$ cat config.mk
export PLATFORM = sky130hd
export DESIGN_NAME = div_repsub
export DESIGN_NICKNAME = d
export VERILOG_FILES = /design/src/rtl/div_pkg.sv /design/src/rtl/div_datapath.sv /design/src/rtl/div_repsub.sv
export SDC_FILE = /design/constraint.sdc
export NUM_CORES = 1
export LEC_CHECK = 0
export BUFFER_PORTS_ARGS = -buffer_cell sky130_fd_sc_hd__buf_4
export CORE_UTILIZATION = 50
export CTS_CLUSTER_SIZE = 25
export DETAILED_ROUTE_END_ITERATION = 8
export PLACE_DENSITY = 0.72
export SETUP_SLACK_MARGIN = 0.4
export SLEW_MARGIN = 20
export SYNTH_ARGS = -nofsm -noshare
export SYNTH_HDL_FRONTEND = slang
export SYNTH_HIERARCHICAL = 1
export SYNTH_SLANG_ARGS = --single-unit
$ cat constraint.sdc
create_clock -name clk -period 4.6 [get_ports clk]
set_input_delay 0.92 -clock clk [delete_from_list [all_inputs] [get_ports clk]]
set_output_delay 0.92 -clock clk [all_outputs]
set_load 0.005 [all_outputs]
$ cat src/rtl/div_pkg.sv
// -----------------------------------------------------------------------------
// div_pkg
// Shared definitions for the repeated-subtraction divider:
//   - W_DEF   : default operand width
//   - state_t : controller state encoding (3-bit)
// -----------------------------------------------------------------------------
package div_pkg;

  localparam int W_DEF = 16;

  typedef enum logic [2:0] {
    S_IDLE = 3'd0,
    S_LDA  = 3'd1,
    S_LDB  = 3'd2,
    S_SUB  = 3'd3,
    S_DONE = 3'd4
  } state_t;

endpackage : div_pkg

$ cat src/rtl/div_datapath.sv
// -----------------------------------------------------------------------------
// div_datapath
// Register file and arithmetic for the repeated-subtraction divider.
//   A : running remainder (loaded with the dividend)
//   B : divisor
//   Q : quotient counter
// Ports:
//   clk, rst     in   clock, asynchronous active-high reset
//   i_data       in   W  shared operand bus
//   i_ldA        in   1  load A from i_data
//   i_ldB        in   1  load B from i_data
//   i_clrQ       in   1  clear Q
//   i_sub_en     in   1  A <= A - B, Q <= Q + 1
//   o_ge         out  1  A >= B (unsigned)
//   o_bz         out  1  divisor on the bus is zero
//   o_a          out  W  current A
//   o_q          out  W  current Q
// -----------------------------------------------------------------------------
module div_datapath
  import div_pkg::*;
#(
  parameter int W = W_DEF
) (
  input  logic         clk,
  input  logic         rst,
  input  logic [W-1:0] i_data,
  input  logic         i_ldA,
  input  logic         i_ldB,
  input  logic         i_clrQ,
  input  logic         i_sub_en,
  output logic         o_ge,
  output logic         o_bz,
  output logic [W-1:0] o_a,
  output logic [W-1:0] o_q
);

  logic [W-1:0] r_a;
  logic [W-1:0] r_b;
  logic [W-1:0] r_q;
  logic [W-1:0] w_diff;
  logic [W-1:0] w_q_inc;

  // The controller only asserts i_sub_en while A >= B, so this never wraps.
  assign w_diff  = r_a - r_b;
  assign w_q_inc = r_q + {{(W-1){1'b0}}, 1'b1};

  assign o_ge = (r_a >= r_b);
  // Zero detect looks at the bus rather than B: the decision to skip the
  // subtract loop is made in the same cycle B is being loaded.
  assign o_bz = (i_data == '0);

  assign o_a = r_a;
  assign o_q = r_q;

  always_ff @(posedge clk or posedge rst) begin
    if (rst) begin
      r_a <= '0;
    end else if (i_ldA) begin
      r_a <= i_data;
    end else if (i_sub_en) begin
      r_a <= w_diff;
    end
  end

  always_ff @(posedge clk or posedge rst) begin
    if (rst) begin
      r_b <= '0;
    end else if (i_ldB) begin
      r_b <= i_data;
    end
  end

  always_ff @(posedge clk or posedge rst) begin
    if (rst) begin
      r_q <= '0;
    end else if (i_clrQ) begin
      r_q <= '0;
    end else if (i_sub_en) begin
      r_q <= w_q_inc;
    end
  end

endmodule : div_datapath

$ cat src/rtl/div_repsub.sv
// -----------------------------------------------------------------------------
// div_repsub
// Unsigned W-bit divider by repeated subtraction. Dividend then divisor are
// presented on data_in on the two cycles after start is accepted; the result
// is presented while done is high and held in S_IDLE until the next load.
// Ports:
//   clk        in   1  clock, rising edge
//   rst        in   1  asynchronous, active-high reset
//   start      in   1  request, sampled only in S_IDLE
//   data_in    in   W  dividend (S_LDA), divisor (S_LDB)
//   quotient   out  W  quotient; all ones on divide by zero
//   remainder  out  W  remainder; the dividend on divide by zero
//   done       out  1  high while in S_DONE
//   div_zero   out  1  divisor was zero
// -----------------------------------------------------------------------------
module div_repsub
  import div_pkg::*;
#(
  parameter int W = W_DEF
) (
  input  logic         clk,
  input  logic         rst,
  input  logic         start,
  input  logic [W-1:0] data_in,
  output logic [W-1:0] quotient,
  output logic [W-1:0] remainder,
  output logic         done,
  output logic         div_zero
);

  state_t       r_state;
  state_t       w_next;
  logic         r_dz;

  logic         w_ldA;
  logic         w_ldB;
  logic         w_clrQ;
  logic         w_sub_en;
  logic         w_set_dz;
  logic         w_clr_dz;
  logic         w_ge;
  logic         w_bz;
  logic [W-1:0] w_a;
  logic [W-1:0] w_q;

  div_datapath #(
    .W (W)
  ) u_datapath (
    .clk      (clk),
    .rst      (rst),
    .i_data   (data_in),
    .i_ldA    (w_ldA),
    .i_ldB    (w_ldB),
    .i_clrQ   (w_clrQ),
    .i_sub_en (w_sub_en),
    .o_ge     (w_ge),
    .o_bz     (w_bz),
    .o_a      (w_a),
    .o_q      (w_q)
  );

  always_ff @(posedge clk or posedge rst) begin
    if (rst) begin
      r_state <= S_IDLE;
    end else begin
      r_state <= w_next;
    end
  end

  always_ff @(posedge clk or posedge rst) begin
    if (rst) begin
      r_dz <= 1'b0;
    end else if (w_clr_dz) begin
      r_dz <= 1'b0;
    end else if (w_set_dz) begin
      r_dz <= 1'b1;
    end
  end

  always_comb begin
    w_next   = r_state;
    w_ldA    = 1'b0;
    w_ldB    = 1'b0;
    w_clrQ   = 1'b0;
    w_sub_en = 1'b0;
    w_set_dz = 1'b0;
    w_clr_dz = 1'b0;
    case (r_state)
      S_IDLE: begin
        if (start) begin
          w_next = S_LDA;
        end
      end
      S_LDA: begin
        w_ldA    = 1'b1;
        w_clrQ   = 1'b1;
        w_clr_dz = 1'b1;
        w_next   = S_LDB;
      end
      S_LDB: begin
        w_ldB = 1'b1;
        if (w_bz) begin
          w_set_dz = 1'b1;
          w_next   = S_DONE;
        end else begin
          w_next = S_SUB;
        end
      end
      S_SUB: begin
        // One subtraction per cycle; the cycle that finds A < B only exits.
        if (w_ge) begin
          w_sub_en = 1'b1;
        end else begin
          w_next = S_DONE;
        end
      end
      S_DONE: begin
        // Holding start keeps us here so a held request cannot retrigger.
        if (!start) begin
          w_next = S_IDLE;
        end
      end
      default: begin
        w_next = S_IDLE;
      end
    endcase
  end

  assign done      = (r_state == S_DONE);
  assign div_zero  = r_dz;
  assign quotient  = r_dz ? {W{1'b1}} : w_q;
  assign remainder = w_a;

endmodule : div_repsub

# Word level (Yosys, flattened, before mapping)
# Cells that the tools add are included.
# W data, S select, Z words.
# word_totals
word_cells	38
mem_bits_ro	0
memories	0
out_inout_bits	34
ff_bits	52
ramBits	0
latchBits	0
# op_classes
div_mod_pow	0
shift	0
n_lt_le_gt_ge	1
n_mux	18
n_bitwise	0
n_mul	0
n_eq_ne	7
addsub	2
reduce_logical	5
# op_table
cell	n
$mux W16	5
$add A16 B1 Y16 const B	1
$ge A16 B16 Y1	1
$logic_not A16 Y1	1
$sub A16 B16 Y16	1
$pmux W3 S5	1
$mux W3	4
$mux W1	8
$eq A3 B2 Y1 const B	2
$ne A2 B2 Y1 const B	3
$reduce_bool A2 Y1	2
$eq A3 B1 Y1 const B	1
$eq A3 B3 Y1 const B	1
$logic_not A3 Y1	1
$reduce_and A3 Y1	1

# Logic depth before layout (Yosys ltp)
# depth
depth_word	5
depth_mapped	18
mapped_depth_nobuf	18

# Hierarchy
# The synthesis kept the hierarchy.
# modules_own_cells
module	area_per_inst_um2	cells_per_inst	n_inst
div_datapath	2835.2	312	1
div_repsub	321.6	43	1

# Worst setup path before layout
# No wires, ideal clock.
# synth_path
path_kind	register to register
from	register u_datapath.r_a[0], in the netlist u_datapath/o_a[0]
to	register u_datapath.r_q[12], in the netlist u_datapath/o_q[12]
path_stages_with_launch	18
arrival_ns	3.410
setup_ns	0.077
period_less_slack_ns	3.488
slack_ns	1.112
path_cell_list	dfrtp_1 -> inv_1 -> ha_1 -> fa_1 -> nor2b_1 -> o2111ai_1 -> a31oi_1 -> a221o_1 -> a21oi_2 -> o31a_1 -> o21ai_1 -> and3_1 -> nor2_1 -> nor3_2 -> nand2_1 -> or3_4 -> or3_1 -> a21oi_1
# synth_via
elab_chain_cells	4
# synth_lines
element	line_no	rtl
start, declared	div_datapath.sv:37	logic [W-1:0] r_a;
start signal, assigned	div_datapath.sv:59	r_a <= i_data;
start signal, assigned	div_datapath.sv:61	r_a <= w_diff;
$ge A16 B16 Y1	div_datapath.sv:47	assign o_ge = (r_a >= r_b);
net w_ge	div_repsub.sv:41	logic w_ge;
$mux W1	div_repsub.sv:111	if (w_ge) begin
$mux W1	div_repsub.sv:88	case (r_state)
net w_sub_en	div_repsub.sv:38	logic w_sub_en;
$reduce_bool A2 Y1 (no source line)	-	
end signal, assigned	div_datapath.sv:79	r_q <= w_q_inc;
end, declared	div_datapath.sv:39	logic [W-1:0] r_q;
# The timed path passes the listed nets, and every way through them passes these cells.
# A chain may end at the register's enable or synchronous reset.

# Final worst setup path
# Ends and elaborated chain as after synthesis.

==> results by stage <==
Outcome:
- The flow ran to the end, and the final reports show no timing, DRC or antenna violations.

Synth:
- Summing every instance area after synthesis gives 3160 um2.
- The sequential area share after synthesis is approximately two fifths.
- The post-synthesis async set-or-reset flop share is between 90% and 100%.
- The mean cell area of the mapped netlist is slightly below 9 um2.
- Sorting the synthesized cells by area gives the leading types as dfrtp_1, ha_1, nand2_1.
- The Yosys warning count is 6.
- Synthesis inferred 52 register bits.
- Of the post-synthesis cell area, the dominant cell type holds about two fifths.
- The number of nets handed over by synthesis was ~390.
- The dominant synthesized flop cell is dfrtp_1.
- In this run, synthesis inferred 0 flip-flops with an integrated enable.
- Synthesis instantiated 47 different standard cells from the library.
- The cell type contributing the most total cell area after synthesis is dfrtp_1.
- The cell count after synthesis is 355.

Critical path:
- The worst reg2reg path startpoint is u_datapath/o_a[0]$_DFFE_PP0P_.
- For the worst setup path, the data required time is 4.84 ns.
- The data arrival time of the critical path is about 4 ns.
- The slowest cell on the critical path is fa_1.
- The endpoint type of the worst setup path is a flip-flop.
- The delay of the slowest critical-path stage is ~0.4 ns.
- Together, buffers and inverters on the worst path number 1.
- The endpoint of the worst register-to-register path is u_datapath/o_q[12]$_DFFE_PP0P_.
- The worst setup path is of the flip-flop to flip-flop kind.
- Counting cells, the worst reg-to-reg path comes to 17.
- The kind of cell with the highest combined delay on the critical path is simple AND/OR/NAND/NOR gates.
- Walking the worst path, the cells encountered are inv_1 > ha_1 > fa_1 > nor2b_1 > o2111ai_1 > a31oi_1 > a221o_1 > a21oi_2 > o31a_1 > o21ai_1 > and3_1 > nor2_1 > nor3_2 > nand2_1 > or3_4 > or3_1 > a21oi_1.
- The register-to-register setup slack is 0.77 ns.
- In this run the worst path has a maximum fanout of 5.
- STA classifies the critical path startpoint as a flip-flop.

Final layout:
- The final layout net count is between 400 and 500.
- The post-layout utilization of the core is roughly 62%.
- The count of cells in the finished layout, fillers not included, comes to around 480.
- The area of combinational cells with multiple inputs is 1720 um2.
- With fillers left out, the area of the finished cells amounts to 3730 um2.
- From synthesis to final layout, the design area changed by 18.3%.
- After filler insertion, the fill cell instance count of the layout stands at approximately 530.
- 0 antenna diodes ended up in the layout.
- The proportion of layout cells with a drive suffix above 1 is about 22%.
- The sequential cell area is 1300 um2.

STA:
- The worst slack on hold paths is 0.489 ns.
- The number of failing setup endpoints in the final timing report is 0.
- Dividing the final minimum period by the clock period gives 83.2%.
- At the pin with the least slew margin, the transition time is around 1.0 ns.
- The count of pins over their slew limit came to 0.
- Adding up every negative setup slack in the final design gives 0 ns.
- The worst path setup slack after routing is between 0.7 and 0.8 ns.
- The worst slew margin relative to its limit is about a third.
- Setup repair after global routing left no endpoint under its margin.
- Across the routed clock network, the largest skew measured is approximately 0.010 ns.
- Derived from the worst setup path, the maximum achievable clock frequency is about 260 MHz.
- The number of hold-slack violations in the final timing report was 0.
- The minimum clock period is ~3.8 ns.

Detailed routing:
- Summing over every cut layer, the via total after detailed routing is 2646.
- The wire length per cell after detailed routing is between 10 and 15 um.
- The detailed-route DRC error count is 0.
- For this block, the initial DRC count from the detailed router was 123.
- The per-cell via count in the routed design is 5.50.
- The routed design has 6860 um of wire.
- In this run the remaining antenna-violating nets after routing total 0.
- For this run, the detailed router's first-pass iteration total came to 4.

CTS:
- TritonCTS created 5 clock buffers.
- The clock tree buffer depth is 2.
- The count of buffers added by post-CTS timing repair for setup is 0.
- The clock root buffer is clkbuf_8.
- The later pin in the worst-skew pair is clocked with a latency of just over 0.3 ns.
- TritonCTS built the clock tree.
- The H-tree was split into 2 levels.
- Clock tree synthesis found a total of 52 sinks.
- The number of gates resized after CTS was 0.
- After clock tree synthesis, the clock-pin slew on the worst setup and hold paths is about 0.1 ns.
- The post-cts hold buffer count is 0.

Floorplan:
- The chip height is 81.5 um.
- The core region is between 5000 and 6000 um2.
- The floorplan has 28 rows.
- The area of the die is about 6600 um2.
- The number of top-level pins is 53.
- The chip width is 81.5 um.
- The initial core utilization is 52.7%.

Placement:
- The half-perimeter wire length after detailed placement is roughly 5000 um.
- The cell area after placement is approximately 3600 um2.
- The worst slack at placement is between 0.8 and 0.9 ns.
- The final RePlAce weighted congestion is 0.822.
- The count of buffers from port buffering is 52.
- Including well taps, the total number of placed cells is around 470.

Pwr:
- In this run the power density over the cells is a little under 800 nW/um2.
- Summing internal, switching and leakage power gives slightly below 3 mW.
- The analysis attributes to cell leakage a power of roughly 1.8 nW.
- The maximum vdd ir drop is about 0.43 mV.

GRT:
- The total overflow left after global routing is 0.
- The via count of the first global-routing pass came to ~2700.
- The number of antenna violations at the first check in global routing is 0.
- The first-pass GRT wire length is 12100 um.
- Entering global routing, the biggest net connects 50 pins.
- For this run, the total global-route usage over all layers was measured as between 20% and 30%.

Worst hold path:
- The worst min-delay path category is primary input to asynchronous set/reset pin.

Job:
- Max-cap violations in this run came to 0.
==> cell families after synthesis <==
| logic type | count (synthesis) | synth area share, % |
|---|---|---|
| adders and majority gates | 18 | 7.37 |
| and+or+nand+nor | 125 | 19.9 |
| muxes | 8 | 2.58 |
| buffers and inverters | 39 | 4.68 |
| AOI/OAI and AO/OA | 88 | 17.3 |
| xor gates and xnor gates | 25 | 6.94 |
| DFF | 52 | 41.2 |
==> worst max path at each step <==
stage                                             start                             end  slack (ns)  depth (start not counted)
after floorplan           u_datapath/o_a[0]$_DFFE_PP0P_  u_datapath/o_q[12]$_DFFE_PP0P_        1.11                         17
after global placement    u_datapath/o_a[0]$_DFFE_PP0P_  u_datapath/o_q[14]$_DFFE_PP0P_        0.96                         17
after detailed placement  u_datapath/o_a[0]$_DFFE_PP0P_  u_datapath/o_q[12]$_DFFE_PP0P_        0.83                         17
after CTS                 u_datapath/o_a[0]$_DFFE_PP0P_  u_datapath/o_q[12]$_DFFE_PP0P_        0.80                         17
after global routing      u_datapath/o_a[0]$_DFFE_PP0P_  u_datapath/o_q[12]$_DFFE_PP0P_        0.46                         17
final                     u_datapath/o_a[0]$_DFFE_PP0P_  u_datapath/o_q[12]$_DFFE_PP0P_        0.77                         17
==> cell type report <==
cell class,instances,area share (%)
Multi-Input combinational cell,264,45.9
Sequential cell,52,34.9
Timing Repair Buffer,55,11.1
Inverter,27,2.75
Tap cell,75,2.51
Clock buffer,6,1.94
Clock inverter,2,0.938
==> cell usage after synthesis, types with 4 or more instances <==
master and count:
o21ai_1 8, xnor2_1 13, mux2i_1 7, a31oi_1 4, nor2b_1 7, a21o_1 8, a221o_1 4, a211oi_1 4
or3_1 4, nand4_1 7, a21oi_1 18, inv_1 26, xor2_1 12, or2_2 16, nor3b_1 4, nor4_1 4
dfrtp_1 52, nor2_1 23, o21ai_0 29, ha_1 17, nand2_1 45, clkbuf_1 10
==> power breakdown <==
group          internal (mW)  switching [mW]
logic                  0.905           0.994
clock network          0.162           0.153
registers              0.625           0.124
total                   1.69            1.27
==> cells in the final DEF, fill, tap and decap left out, types with 2 or more instances in the layout <==
cell type | Yosys | layout
mux2i_1 | 7 | 7
nor4_1 | 4 | 4
xor2_1 | 12 | 12
o21a_1 | 3 | 3
a211oi_1 | 4 | 4
nand4_1 | 7 | 7
a31oi_1 | 4 | 4
buf_4 | 0 | 55
nand3_1 | 3 | 3
ha_1 | 17 | 17
nand2_1 | 45 | 45
or2_2 | 16 | 16
a21oi_1 | 18 | 18
dfrtp_1 | 52 | 52
inv_1 | 26 | 25
o21ai_0 | 29 | 29
and3_1 | 3 | 3
clkinv_2 | 0 | 2
a221o_1 | 4 | 4
clkbuf_8 | 0 | 5
nor3b_1 | 4 | 4
nor2_1 | 23 | 22
or3_1 | 4 | 4
o21ai_1 | 8 | 8
nor2b_1 | 7 | 7
nand2b_1 | 2 | 2
a21o_1 | 8 | 8
o21bai_1 | 2 | 2
xnor2_1 | 13 | 13
==> state kept, by name, indices dropped and copies added (netlist names) <==
signal          count
div_zero            1
r_state             3
u_datapath/o_a     16
u_datapath/o_q     16
u_datapath/r_b     16
==> per-layer routing <==
metal	vias up	track usage, %	routed length (um)
li1	1317	-	-
met1	1246	30.8	3120
met2	69	38.8	3300
met3	14	4.56	274
met4	0	11.1	165
met5	-	0	0
==> worst register-to-register path, cell delays in order (launching register included) <==
cell and delay (ns):
dfrtp_1 0.37, inv_1 0.05, ha_1 0.22, fa_1 0.41, nor2b_1 0.18, o2111ai_1 0.14
a31oi_1 0.30, a221o_1 0.24, a21oi_2 0.07, o31a_1 0.11, o21ai_1 0.20, and3_1 0.20
nor2_1 0.05, nor3_2 0.16, nand2_1 0.12, or3_4 0.41, or3_1 0.35, a21oi_1 0.17
No activity file was read; power rests on OpenSTA's default activity.
